===== src/rtl/change_dispenser_if.sv =====
// Coin hopper handshake: dispenser offers one coin at a time, hopper accepts it.
interface change_dispenser_if;
    logic       coin_valid;
    logic [1:0] coin_code;
    logic       coin_ready;

    modport master (
        output coin_valid,
        output coin_code,
        input  coin_ready
    );

    modport slave (
        input  coin_valid,
        input  coin_code,
        output coin_ready
    );
endinterface


===== src/rtl/change_dispenser.sv =====
// Greedy change payout (4, 2, 1) from tracked per-denomination stock to a coin hopper.
module change_dispenser #(
    parameter int unsigned AMT_W    = 5,
    parameter int unsigned INV_W    = 4,
    parameter int unsigned INV_INIT = 8
) (
    input  logic                 clk,
    input  logic                 rst,
    input  logic                 start,
    input  logic [AMT_W-1:0]     amount,
    input  logic                 refill,
    input  logic [INV_W-1:0]     refill_c1,
    input  logic [INV_W-1:0]     refill_c2,
    input  logic [INV_W-1:0]     refill_c4,
    output logic                 busy,
    output logic                 done,
    output logic [AMT_W-1:0]     shortfall,
    output logic [INV_W-1:0]     inv_c1,
    output logic [INV_W-1:0]     inv_c2,
    output logic [INV_W-1:0]     inv_c4,
    change_dispenser_if.master   hopper
);

    typedef enum logic [1:0] {StIdle, StSelect, StPay, StDone} state_e;

    localparam logic [1:0]       Code1   = 2'b01;
    localparam logic [1:0]       Code2   = 2'b10;
    localparam logic [1:0]       Code4   = 2'b11;
    localparam logic [INV_W-1:0] InvInit = INV_W'(INV_INIT);
    localparam logic [INV_W-1:0] InvOne  = INV_W'(1);

    state_e           state_q, state_d;
    logic [AMT_W-1:0] remaining_q, remaining_d;
    logic [AMT_W-1:0] shortfall_q, shortfall_d;
    logic [1:0]       code_q, code_d;
    logic [INV_W-1:0] c1_q, c1_d;
    logic [INV_W-1:0] c2_q, c2_d;
    logic [INV_W-1:0] c4_q, c4_d;
    logic [AMT_W-1:0] coin_amt;

    // Value of the coin currently being offered.
    always_comb begin
        coin_amt = '0;
        unique case (code_q)
            Code4:   coin_amt = AMT_W'(4);
            Code2:   coin_amt = AMT_W'(2);
            Code1:   coin_amt = AMT_W'(1);
            default: coin_amt = '0;
        endcase
    end

    // State and datapath registers; async reset abandons any in-flight coin.
    always_ff @(posedge clk or posedge rst) begin
        if (rst) begin
            state_q     <= StIdle;
            remaining_q <= '0;
            shortfall_q <= '0;
            code_q      <= 2'b00;
            c1_q        <= InvInit;
            c2_q        <= InvInit;
            c4_q        <= InvInit;
        end else begin
            state_q     <= state_d;
            remaining_q <= remaining_d;
            shortfall_q <= shortfall_d;
            code_q      <= code_d;
            c1_q        <= c1_d;
            c2_q        <= c2_d;
            c4_q        <= c4_d;
        end
    end

    // Next-state logic: greedy selection skips denominations that are out of stock.
    always_comb begin
        state_d     = state_q;
        remaining_d = remaining_q;
        shortfall_d = shortfall_q;
        code_d      = code_q;
        c1_d        = c1_q;
        c2_d        = c2_q;
        c4_d        = c4_q;
        unique case (state_q)
            StIdle: begin
                if (refill) begin
                    c1_d = refill_c1;
                    c2_d = refill_c2;
                    c4_d = refill_c4;
                end
                if (start) begin
                    remaining_d = amount;
                    shortfall_d = '0;
                    state_d     = StSelect;
                end
            end
            StSelect: begin
                if (remaining_q >= AMT_W'(4) && c4_q != '0) begin
                    code_d  = Code4;
                    state_d = StPay;
                end else if (remaining_q >= AMT_W'(2) && c2_q != '0) begin
                    code_d  = Code2;
                    state_d = StPay;
                end else if (remaining_q >= AMT_W'(1) && c1_q != '0) begin
                    code_d  = Code1;
                    state_d = StPay;
                end else begin
                    // Nothing left to pay or nothing payable: latch the unpaid remainder.
                    shortfall_d = remaining_q;
                    state_d     = StDone;
                end
            end
            StPay: begin
                if (hopper.coin_ready) begin
                    remaining_d = remaining_q - coin_amt;
                    unique case (code_q)
                        Code4:   c4_d = c4_q - InvOne;
                        Code2:   c2_d = c2_q - InvOne;
                        Code1:   c1_d = c1_q - InvOne;
                        default: ;
                    endcase
                    state_d = StSelect;
                end
            end
            StDone: begin
                state_d = StIdle;
            end
            default: begin
                state_d = StIdle;
            end
        endcase
    end

    // Moore outputs decoded from the registered state.
    always_comb begin
        busy              = (state_q != StIdle);
        done              = (state_q == StDone);
        hopper.coin_valid = (state_q == StPay);
        hopper.coin_code  = (state_q == StPay) ? code_q : 2'b00;
    end

    assign shortfall = shortfall_q;
    assign inv_c1    = c1_q;
    assign inv_c2    = c2_q;
    assign inv_c4    = c4_q;

endmodule


===== src/flat_wrapper.sv =====
// flat-port wrapper written by rule: the top's interface ports become plain ports
module change_dispenser_flat 
#(
    parameter int unsigned AMT_W    = 5,
    parameter int unsigned INV_W    = 4,
    parameter int unsigned INV_INIT = 8
)
  (clk, rst, start, amount, refill, refill_c1, refill_c2, refill_c4, busy, done, shortfall, inv_c1, inv_c2, inv_c4, hopper_coin_valid, hopper_coin_code, hopper_coin_ready);
  change_dispenser_if hopper_i ();
  input  logic clk;
  input  logic rst;
  input  logic start;
  input  logic [AMT_W-1:0] amount;
  input  logic refill;
  input  logic [INV_W-1:0] refill_c1;
  input  logic [INV_W-1:0] refill_c2;
  input  logic [INV_W-1:0] refill_c4;
  output logic busy;
  output logic done;
  output logic [AMT_W-1:0] shortfall;
  output logic [INV_W-1:0] inv_c1;
  output logic [INV_W-1:0] inv_c2;
  output logic [INV_W-1:0] inv_c4;
  output wire logic [$bits(hopper_i.coin_valid)-1:0] hopper_coin_valid;
  output wire logic [$bits(hopper_i.coin_code)-1:0] hopper_coin_code;
  input wire logic [$bits(hopper_i.coin_ready)-1:0] hopper_coin_ready;
  assign hopper_coin_valid = hopper_i.coin_valid;
  assign hopper_coin_code = hopper_i.coin_code;
  assign hopper_i.coin_ready = hopper_coin_ready;
  change_dispenser #(.AMT_W(AMT_W), .INV_W(INV_W), .INV_INIT(INV_INIT)) u_core (.clk(clk), .rst(rst), .start(start), .amount(amount), .refill(refill), .refill_c1(refill_c1), .refill_c2(refill_c2), .refill_c4(refill_c4), .busy(busy), .done(done), .shortfall(shortfall), .inv_c1(inv_c1), .inv_c2(inv_c2), .inv_c4(inv_c4), .hopper(hopper_i));
endmodule

===== config.mk =====
export PLATFORM = sky130hd
export DESIGN_NAME = change_dispenser_flat
export DESIGN_NICKNAME = d
export VERILOG_FILES = /design/src/rtl/change_dispenser_if.sv /design/src/rtl/change_dispenser.sv /design/src/flat_wrapper.sv
export SDC_FILE = /design/constraint.sdc
export NUM_CORES = 1
export LEC_CHECK = 0
export BUFFER_PORTS_ARGS = -buffer_cell sky130_fd_sc_hd__buf_4
export CORE_ASPECT_RATIO = 0.8
export CORE_MARGIN = 2
export CORE_UTILIZATION = 52
export DETAILED_ROUTE_END_ITERATION = 8
export GPL_ROUTABILITY_DRIVEN = 0
export PLACE_DENSITY = 0.81
export RECOVER_POWER = 50
export SYNTH_ARGS = -nofsm -noshare
export SYNTH_HDL_FRONTEND = slang
export SYNTH_SLANG_ARGS = --single-unit

===== constraint.sdc =====
create_clock -name clk -period 2.1 [get_ports clk]
set_input_delay 0.63 -clock clk [delete_from_list [all_inputs] [get_ports clk]]
set_output_delay 0.63 -clock clk [all_outputs]
set_load 0.01 [all_outputs]

==> results of run 1 <==
power groups by stage:
| stage | logic [mW] | clock network [mW] | registers (mW) |
|---|---|---|---|
| 2_1_floorplan | 0.997 | 0 | 0.956 |
| 3_3_place_gp | 1.51 | 0 | 0.949 |
| 3_5_place_dp | 1.61 | 0 | 0.970 |
| 4_1_cts | 1.63 | 0.299 | 0.969 |
| 5_1_grt | 1.87 | 0.316 | 1.01 |
| 6_report | 1.66 | 0.291 | 0.982 |
layer usage:
layer | wire length [um] | vias to the layer above | global-route usage | share of wire
met3 | 278 | 6 | 0.0565 | 0.067
met2 | 2080 | 59 | 0.495 | 0.50
li1 | - | 761 | - | -
met5 | 0 | - | 0 | 0
met4 | 53 | 0 | 0.112 | 0.013
met1 | 1770 | 767 | 0.293 | 0.42
Yosys cell counts (2+ instances only):
cell / instances / area [um^2]
dfrtp_1: 23 / 576
a21oi_1: 20 / 100
nor2_1: 20 / 75.1
o21ai_0: 17 / 85.1
inv_1: 13 / 48.8
nand2_1: 13 / 48.8
nand2b_1: 7 / 43.8
a21o_1: 6 / 45.0
ha_1: 6 / 75.1
a31o_1: 4 / 35.0
nor3_1: 4 / 20.0
a22oi_1: 3 / 22.5
and3_1: 3 / 18.8
buf_2: 3 / 15.0
dfstp_2: 3 / 78.8
nand3_1: 3 / 15.0
and2_1: 2 / 12.5
clkbuf_1: 2 / 7.51
mux2i_1: 2 / 20.0
nand4b_1: 2 / 17.5
nor2b_1: 2 / 12.5
nor3b_1: 2 / 15.0
o211ai_1: 2 / 15.0
or3_1: 2 / 12.5
or3b_4: 2 / 22.5
state kept, by name, indices dropped and copies added, names as in the netlist:
signal              cells
u_core.inv_c2           4
u_core.state_q          2
u_core.remaining_q      5
u_core.inv_c4           4
u_core.code_q           2
u_core.inv_c1           4
u_core.shortfall        5
final timing paths:
path / cells after the start / end / slack, ns / startpoint
worst max register to register: 6 / u_core.shortfall[4] / 0.06 / u_core.inv_c1[1]
worst min register to register: 1 / u_core.shortfall[1] / 0.52 / u_core.shortfall[1]
max in group asynchronous: 3 / u_core.state_q[1] / 0.29 / rst
worst max-delay path: 6 / u_core.shortfall[4] / 0.06 / u_core.inv_c1[1]
min in group asynchronous: 3 / u_core.inv_c2[1] / 0.85 / rst
worst min-delay path: 1 / u_core.shortfall[1] / 0.52 / u_core.shortfall[1]
logic make-up (layout without fill, tap and decap cells):
kind of cell | count (synthesis) | in the layout | synth area share
DFF | 26 | 26 | 0.409
and+or+nand+nor | 69 | 69 | 0.231
buffers and inverters | 19 | 72 | 0.0469
adders and majority gates | 7 | 7 | 0.0594
AOI/OAI and AO/OA | 60 | 60 | 0.229
xor gates and xnor gates | 1 | 1 | 0.00547
muxes | 3 | 3 | 0.0195
timing repair:
item,in CTS,in global routing
endpoints found under the setup margin,2,6
resized for setup,2,6
buffers inserted,0,4
pin swaps,0,8
worst register-to-register path: cells and delay by family, from the launching register on:
kind,cells,cell delay [ns]
adder cells (fa/ha/maj),1,0.18
flip-flops,1,0.42
AO/OA/AOI/OAI,2,0.62
buffers and inverters,1,0.08
AND/OR/NAND/NOR,2,0.65
cell type report:
| type | instances | area, um^2 |
|---|---|---|
| Clock buffer | 4 | 45.0 |
| Sequential cell | 26 | 657 |
| Multi-Input combinational cell | 140 | 882 |
| Fill cell | 240 | 778 |
| Tap cell | 38 | 47.5 |
| Inverter | 13 | 48.8 |
| Timing Repair Buffer | 55 | 392 |
through the flow:
step / TNS [ns] / hold WS, ns
6_report: 0 / 0.523
5_1_grt: -0.0511 / 0.549
4_1_cts: 0 / 0.414
3_5_place_dp: 0 / 0.495
3_3_place_gp: 0 / 0.486
2_1_floorplan: 0 / 0.510
==> flow_summary.toml, run 1 <==
[pwr]
p_int_mw = 1.65
netSwitchingFraction = 0.437
totalPowerFinal_mw = 2.93
p_leak_nw = 0.974
power_switching_mw = 1.28
pwr-share-seq = 0.335
powerDensity_nw_per_um2 = 1420
peakVddDrop_v = 0.000873
clkPwrFrac = 0.099
power.share.combinational = 0.566

[place]
pre_cts_slack_ns = 0.00956
numPortBuffers = 43
dp.cells = 268
dp_hpwl_um = 3100
placed_cell_area_um2 = 2010

[global_routing]
grt_max_degree = 30
grt_pass1_vias = 1605
grt_first_pass_wirelength_um = 6960
track_usage = 0.263
gr-total-overflow = 0
antenna_found_initial = 0

[final_layout]
final_cell_mix = "48 x buf_4, 21 x dfrtp_1, 20 x nor2_1, 20 x a21oi_1, 17 x o21ai_0"
areaGrowthSynthToFinish_pct = 29.4
fin_util = 0.727
fin_area_um2 = 2070
drive_gt1_frac = 0.294
instances_no_fill = 276
num_antenna_cells = 0
nNetsFinal = 268
mostFrequentLayoutCell = "buf_4"

[floorplanning]
pin_count = 44
core_area_um2 = 2850
die-area_um2 = 3540
die_h_um = 53.6
dieWidth_um = 66.0
start_util = 0.562
row_count = 17

[synth]
syn_avg_cell_area_um2 = 8.66
postSynth.asyncResetShare = 1.00
synth_edf_count = 0
ys_seq_area_frac = 0.409
synth_flop_cell = "dfrtp_1"
synth_area_um2 = 1600
ys_ff_latch = 26
synthCells = 185
ys_warn_count = 0
ys_types = 44
synthesis.nets = 214

[cts]
numClockSinks = 26
cts_buffer_depth = 2
cts_max_level = 1
cts_tree = "done"
holdBufCountCts = 0
cts.reportedPaths.clkPinSlew_ns = 0.09
cts-root-buf = "clkbuf_8"
clk_latency_ns = 0.27
cts_buffers = 3

[worst_setup_path]
max_stage_delay_ns = 0.42
cp-start-kind = "flip-flop"
path_class = "flip-flop to flip-flop"
critPathTopFamily = "simple AND/OR/NAND/NOR gates"
end_kind = "flip-flop"
crit_arrival_ns = 2.21
slowest_stage = "dfrtp_1"
path_cells = "inv_1 -> ha_2 -> or3b_4 -> or2_1 -> a221o_1 -> a31o_1"
worst_ep_required_time_ns = 2.27
crit_buf_inv = 1
worstPathMaxFanout = 5

[detailed_routing]
vias_per_cell = 5.77
wl_per_cell_um = 15.1
ant_nets = 0
firstDrtPassIters = 6
num_vias = 1593
drc_errors = 0
wirelength_um = 4180
drt_iter0_markers = 119

[timing]
rsz0062_at_grt = "true"
relSlewSlack = 0.0201
period_minus_slack_ns = 2.04
setup_viol = 0
worst_pin_slew_ns = 1.47
final_max_slew_viol_count = 0
clock.fmax_mhz = 490
final.period_utilization = 0.972
setup_ws_ns = 0.0589
hold_viol_final = 0
fin_skew_ns = 0.00427

[hold_path]
worstHoldPathType = "flip-flop to flip-flop"

[job]
drv_cap = 0

[status]
status = "finished, final reports clean"
Power figures use the tool's default switching activity.
==> run 2: changes to the inputs <==
--- a/config.mk
+++ b/config.mk
@@ -13,6 +13,7 @@
 export GPL_ROUTABILITY_DRIVEN = 0
 export PLACE_DENSITY = 0.81
 export RECOVER_POWER = 50
+export SETUP_SLACK_MARGIN = 0.5
 export SYNTH_ARGS = -nofsm -noshare
 export SYNTH_HDL_FRONTEND = slang
 export SYNTH_SLANG_ARGS = --single-unit
==> flow_summary.toml, run 2 (same netlist as run 1, synthesis figures left out) <==
[status]
status = "finished, final reports clean"

[cts]
cts_buffers = 3
numClockSinks = 26
clk_latency_ns = 0.28
cts-root-buf = "clkbuf_8"
cts_max_level = 1
cts_tree = "done"
holdBufCountCts = 0
cts_buffer_depth = 2
cts.reportedPaths.clkPinSlew_ns = 0.09

[pwr]
powerDensity_nw_per_um2 = 1570
peakVddDrop_v = 0.00109
totalPowerFinal_mw = 3.85
p_leak_nw = 1.14

[place]
numPortBuffers = 43
dp_hpwl_um = 2900
pre_cts_slack_ns = 0.0691
placed_cell_area_um2 = 2010
dp.cells = 264

[floorplanning]
row_count = 17
core_area_um2 = 2850
dieWidth_um = 66.0
start_util = 0.562
die-area_um2 = 3540
pin_count = 44
die_h_um = 53.6

[final_layout]
fin_area_um2 = 2450
fin_util = 0.859
nNetsFinal = 290
areaGrowthSynthToFinish_pct = 52.9
instances_no_fill = 298
drive_gt1_frac = 0.438
num_antenna_cells = 0
final_cell_mix = "50 x buf_4, 20 x dfrtp_1, 19 x a21oi_1, 17 x nor2_1, 15 x o21ai_0"
mostFrequentLayoutCell = "buf_4"

[timing]
rsz0062_at_grt = "true"
final_max_slew_viol_count = 0
relSlewSlack = 0.696
setup_viol = 0
clock.fmax_mhz = 494
tns_ns = 0
hold_viol_final = 0
final.period_utilization = 0.964
hold-worst-slack_ns = 0.404
period_minus_slack_ns = 2.03
worst_pin_slew_ns = 0.455
fin_skew_ns = 0.00743
setup_ws_ns = 0.0746

[detailed_routing]
drt_iter0_markers = 156
vias_per_cell = 6.31
num_vias = 1880
ant_nets = 0
firstDrtPassIters = 5
wirelength_um = 6120
wl_per_cell_um = 20.5
drc_errors = 0

[worst_setup_path]
worstPathMaxFanout = 5
regToRegSetupSlack_ns = 0.07
r2r_cells = 6
crit_end = "u_core.shortfall[1]"
end_kind = "flip-flop"
cp-start-kind = "flip-flop"
startpoint = "u_core.inv_c2[1]"
path_class = "flip-flop to flip-flop"
reg2reg_to = "u_core.shortfall[1]"
r2r_start = "u_core.inv_c2[1]"
crit_arrival_ns = 2.19
worst_ep_required_time_ns = 2.27

[global_routing]
gr-total-overflow = 0
grt_first_pass_wirelength_um = 7250
grt_pass1_vias = 1602
grt_max_degree = 27
track_usage = 0.271
antenna_found_initial = 0

[job]
drv_cap = 0

[hold_path]
worstHoldPathType = "primary input to asynchronous set/reset pin"
==> run 2: changes by cell type in the layout (fill, tap and decap cells not counted), moves of 3 or more <==
| cell | delta |
|---|---|
| inv_2 | +4 |
| ha_4 | +3 |
| inv_1 | -5 |
| buf_6 | +14 |
| nor2_1 | -3 |
| nand2b_1 | -3 |
| nand2b_4 | +3 |
==> run 2: worst min path at each step <==
stage                              from  slack, ns  cells after the start             endpoint
finish                              rst       0.40                      3     u_core.inv_c2[1]
global route                        rst       0.42                      3     u_core.inv_c2[1]
CTS                                 rst       0.41                      3     u_core.inv_c2[1]
detailed placement  u_core.shortfall[1]       0.51                      1  u_core.shortfall[1]
global placement       u_core.inv_c1[0]       0.49                      1     u_core.inv_c1[0]
floorplan              u_core.inv_c4[3]       0.51                      2     u_core.inv_c4[3]
==> run 2: critical path, stage by stage (launching register included) <==
cell and delay (ns):
dfrtp_1 0.42, inv_2 0.09, ha_4 0.14, or3b_4 0.40, or2_1 0.24, a221o_1 0.40
a31o_1 0.22
==> run 2: report_power, final <==
part	total [mW]	internal, mW	leakage [nW]	switching [mW]
registers	0.990	0.727	0.308	0.263
clock network	0.336	0.168	0.0288	0.168
logic	2.53	1.26	0.800	1.26
==> run 2: layout make-up <==
cell class	instances	area, um^2
Clock buffer	4	55.1
Inverter	13	56.3
Sequential cell	26	658
Multi-Input combinational cell	140	1000
Timing Repair Buffer	77	628
Tap cell	38	47.5
Fill cell	151	402
==> run 2: repair_timing <==
action,in CTS,in global routing
endpoints found under the setup margin,18,28
pin swaps,8,17
hold endpoints to repair,0,0
setup buffers,19,11
resized for setup,22,30
==> run 2: layer usage <==
| layer | track usage | vias up | part of all wire |
|---|---|---|---|
| li1 | - | 806 | - |
| met1 | 0.329 | 931 | 0.39 |
| met2 | 0.497 | 110 | 0.51 |
| met3 | 0.0544 | 33 | 0.065 |
| met4 | 0.0816 | 0 | 0.036 |
| met5 | 0 | - | 0 |
